--- src/rtl/reg_bank_sb.sv ---
// Register bank with x0 hardwired to zero, async clear, optional write-to-read
// bypass and a per-register pending bit used by decode for RAW hazard stalls.
module reg_bank_sb #(
  parameter int WIDTH  = 32,
  parameter int SIZE   = 5,
  parameter int BYPASS = 1
) (
  input  logic             clk,
  input  logic             rst,
  input  logic             we3,
  input  logic [SIZE-1:0]  A1,
  input  logic [SIZE-1:0]  A2,
  input  logic [SIZE-1:0]  A3,
  input  logic [WIDTH-1:0] WD3,
  input  logic             use1,
  input  logic             use2,
  input  logic             rsv,
  input  logic [SIZE-1:0]  Ar,
  output logic [WIDTH-1:0] RD1,
  output logic [WIDTH-1:0] RD2,
  output logic             busy1,
  output logic             busy2,
  output logic             stall,
  output logic [SIZE:0]    pend_cnt
);

  localparam int NREG = 2 ** SIZE;
  localparam logic [SIZE:0] CNT_ONE = (SIZE + 1)'(1);
  localparam bit BYP_EN = (BYPASS != 0);

  logic [WIDTH-1:0] regs_q [NREG];
  logic [NREG-1:0]  pend_q;
  logic [NREG-1:0]  pend_d;
  logic [SIZE:0]    cnt_q;
  logic [SIZE:0]    cnt_d;

  logic wr_en;
  logic rsv_en;
  logic cnt_inc;
  logic cnt_dec;
  logic byp1;
  logic byp2;

  assign wr_en  = we3 && (A3 != '0);
  assign rsv_en = rsv && (Ar != '0);

  // Reserve is applied after release so a newer producer keeps the bit set.
  always_comb begin
    pend_d = pend_q;
    if (wr_en) begin
      pend_d[A3] = 1'b0;
    end
    if (rsv_en) begin
      pend_d[Ar] = 1'b1;
    end
    pend_d[0] = 1'b0;
  end

  // Incremental popcount: only bits that actually flip move the count.
  always_comb begin
    cnt_inc = rsv_en && !pend_q[Ar];
    cnt_dec = wr_en && pend_q[A3] && !(rsv_en && (Ar == A3));
    cnt_d   = cnt_q;
    if (cnt_inc && !cnt_dec) begin
      cnt_d = cnt_q + CNT_ONE;
    end else if (!cnt_inc && cnt_dec) begin
      cnt_d = cnt_q - CNT_ONE;
    end
  end

  always_ff @(posedge clk or posedge rst) begin
    if (rst) begin
      for (int i = 0; i < NREG; i++) begin
        regs_q[i] <= '0;
      end
      pend_q <= '0;
      cnt_q  <= '0;
    end else begin
      if (wr_en) begin
        regs_q[A3] <= WD3;
      end
      pend_q <= pend_d;
      cnt_q  <= cnt_d;
    end
  end

  assign byp1 = BYP_EN && we3 && (A3 == A1) && (A1 != '0);
  assign byp2 = BYP_EN && we3 && (A3 == A2) && (A2 != '0);

  // Outputs are gated by rst so a bypassed write cannot leak during reset.
  always_comb begin
    RD1 = '0;
    if (!rst && (A1 != '0)) begin
      RD1 = byp1 ? WD3 : regs_q[A1];
    end
  end

  always_comb begin
    RD2 = '0;
    if (!rst && (A2 != '0)) begin
      RD2 = byp2 ? WD3 : regs_q[A2];
    end
  end

  assign busy1    = !rst && pend_q[A1] && !byp1;
  assign busy2    = !rst && pend_q[A2] && !byp2;
  assign stall    = (use1 && busy1) || (use2 && busy2);
  assign pend_cnt = cnt_q;

endmodule
--- config.mk ---
export PLATFORM = sky130hd
export DESIGN_NAME = reg_bank_sb
export DESIGN_NICKNAME = d
export VERILOG_FILES = /design/src/rtl/reg_bank_sb.sv
export SDC_FILE = /design/constraint.sdc
export NUM_CORES = 2
export LEC_CHECK = 0
export CAP_MARGIN = 20
export CORE_MARGIN = 2
export CORE_UTILIZATION = 55
export CTS_CLUSTER_DIAMETER = 80
export DETAILED_ROUTE_END_ITERATION = 8
export PLACE_DENSITY_LB_ADDON = 0.12
export SYNTH_ARGS = -nofsm -noshare
export SYNTH_HDL_FRONTEND = slang
export SYNTH_SLANG_ARGS = --single-unit
--- constraint.sdc ---
create_clock -name clk -period 61.4 [get_ports clk]
set_clock_uncertainty 0.05 [all_clocks]
set_input_delay 12.28 -clock clk [delete_from_list [all_inputs] [get_ports clk]]
set_output_delay 12.28 -clock clk [all_outputs]
set_load 0.01 [all_outputs]
==> metrics.txt <==
core region area 0.105 mm2; Final period util 0.478; Post-layout nets 3907; dpl cells between 5000 and 6000; Avg Synthesized Cell Area ~15 um2; critical path launch point type input pin; TritonCTS clock tree done; synth unique cells 52; GR Util met1 0.468; Worst Path Arrival ~17000 ps; Post-synth EDFFs 0; Num CTS Buffers 113; Leak 27.3 nW; Port Buf Inserts between 100 and 150; setup bufs post-CTS 0; RSZ-0062 raised after global routing no; PwrDens roughly 33 mW/mm2; share of cells above drive strength 1 0.501; most common cell after layout, fill and taps aside mux2_2; post-route antenna net violation count 0; reg-to-reg setup timing slack slightly below 60000 ps; antenna violations before repair 0; Worst-Margin Slew 1170 ps; GP Congestion 0.845; Final Hold Fails 0; Final setup viols 0; Post-Syn Nets about 4000; Worst path max stage delay between 800 and 900 ps; Post-Syn Instances roughly 4000; Die Wd ~330 um; CP top delay family buffers and inverters; slowest CP cell a211oi_1; via count between 30000 and 40000; grt ovf 0; status completed; vias in the first global route around 40000; GR Layer Usage met3 0.0810; Worst Path Buf+Inv 5; Post-synth top flop dfrtp_1; # H-tree levels 3; number of synthesized register bits 1061; synth-to-layout area growth 10.7%; CP cell instances clkdlybuf4s50_1 -> inv_8 -> buf_12 -> o311ai_4 -> buf_4 -> a211oi_1 -> a221o_1 -> clkdlybuf4s50_1; global routing's busiest layer met2; Non-Filler Instances 5332; hold buffers post-CTS 0; Post-synth ARST share 1.00; post-cts resize count 0; Top cell by count, worst path clkdlybuf4s50_1; pins over their slew limit 0; Crit path required time roughly 49000 ps; first-pass GRT wire length 269000 um; commonest non-fill, non-tap cells in the layout 1131 x mux2_2, 1061 x dfrtp_1, 490 x mux4_2, 131 x mux2i_1, 123 x clkdlybuf4s50_1; Top Ports ~130; initial core utilization 0.553; Worst VDD drop approximately 0.030 mV; count of warnings emitted by yosys 0; die area 0.108 mm2; final worst path period need 29330 ps; row cnt between 100 and 150; Worst slew margin 0.218; Setup TNS 0 ps; Highest Clock Rate approximately 34 MHz; worst skew pair latency 700 ps; Mapped Area between 0.05 and 0.06 mm2; met2 usage in global routing 0.526; CP Capture Type output pin; largest net degree at the start of global routing between 150 and 200; critical path class input pin to output pin; post-placement cell area approximately 0.060 mm2; DR WL/cell about 34 um; DR vias/cell approximately 7.2; post-layout instance area about 0.064 mm2; Total GRT Usage 0.340; Pre-antenna DRT Iters 7; Clock Path Buffers 3; Remaining DRCs 0; die height roughly 330 um; total wire length roughly 180000 um; class of the worst hold path flip-flop to flip-flop; Iter 0 DRT Violations 4131; clock slew seen by the registers of the worst setup and hold paths around 60 ps; Max-Cap Viols 0; Seq/Total Area, Yosys 0.457; CTS sink cnt around 1100; clock root buffer clkbuf_16; post-DP HPWL between 90000 and 100000 um; crit-path max FO approximately 170
flip-flops by register name, indices dropped and copies added, names as in the netlist:
| signal | flops |
|---|---|
| regs_q | 1024 |
| pend_cnt | 6 |
| pend_q | 31 |
cell type report:
class	count	area, um2
Antenna cell	1	2.50
Clock buffer	165	3360
Clock inverter	47	547
Fill cell	7755	40700
Inverter	11	48.8
Multi-Input combinational cell	2423	29600
Sequential cell	1061	26600
Tap cell	1391	1740
Timing Repair Buffer	233	2420
stage by stage:
step	worst slack [ps]	power, mW	utilization	hold slack (ps)
global route	31720	2.19	0.612	359
global placement	32230	1.36	0.571	327
finish	32070	2.11	0.612	349
CTS	32120	2.11	0.609	351
floorplan	10110	1.27	-	391
detailed placement	32160	1.39	0.571	338
routing by layer:
metal / share of wire / wire (um) / vias to the layer above
li1: - / - / 15100
met1: 0.40 / 72400 / 20600
met2: 0.47 / 85200 / 2015
met3: 0.095 / 17200 / 433
met4: 0.041 / 7400 / 0
met5: 0 / 0 / -
report_power, final:
| part | switching [mW] | internal [mW] | leakage, nW |
|---|---|---|---|
| Sequential | 0.107 | 0.834 | 13.6 |
| Clock | 0.292 | 0.421 | 1.94 |
| Combinational | 0.178 | 0.274 | 11.8 |
| Total | 0.577 | 1.53 | 27.3 |
synth_stat cells, types with 5 or more instances:
| cell type | count | area (um2) |
|---|---|---|
| nand4_1 | 7 | 43.8 |
| buf_2 | 144 | 721 |
| clkbuf_1 | 242 | 908 |
| nand2b_1 | 8 | 50.1 |
| buf_1 | 54 | 203 |
| ha_1 | 5 | 62.6 |
| xnor2_1 | 15 | 131 |
| mux2_2 | 1131 | 12700 |
| o22ai_1 | 119 | 744 |
| a21oi_1 | 34 | 170 |
| o21ai_0 | 55 | 275 |
| a211oi_1 | 75 | 563 |
| nor2_1 | 47 | 176 |
| a2111oi_0 | 28 | 245 |
| mux4_2 | 490 | 11000 |
| buf_4 | 7 | 52.6 |
| nand3_1 | 6 | 30.0 |
| a22o_1 | 12 | 105 |
| dfrtp_1 | 1061 | 26600 |
| nand2_1 | 41 | 154 |
| xor2_1 | 5 | 43.8 |
| inv_1 | 11 | 41.3 |
| nor3b_1 | 22 | 165 |
| buf_6 | 14 | 158 |
| nor4_1 | 7 | 43.8 |
| mux2i_1 | 131 | 1310 |
| nor2b_1 | 61 | 382 |
| nor3_1 | 36 | 180 |
| a221o_1 | 32 | 320 |
| or2_2 | 5 | 31.3 |
cell families after synthesis:
group / synth area share
fa+ha+maj: 0.00142
simple gates: 0.0253
buf+inv: 0.0359
mux: 0.432
compound gates: 0.0449
xor+xnor: 0.00302
flops: 0.457
path summary, 6_finish.rpt:
check	startpoint	to	cells after the start
min in group asynchronous	rst	pend_q[20]$_DFF_PP0_	2
max reg2reg	pend_q[2]$_DFF_PP0_	pend_cnt[5]$_DFFE_PP0P_	13
min reg2reg	regs_q[992]$_DFFE_PP0P_	regs_q[992]$_DFFE_PP0P_	0
max	rst	RD2[26]	8
min	regs_q[992]$_DFFE_PP0P_	regs_q[992]$_DFFE_PP0P_	0
max in group asynchronous	rst	regs_q[29]$_DFFE_PP0P_	5
(Power assumes the default switching activity.)
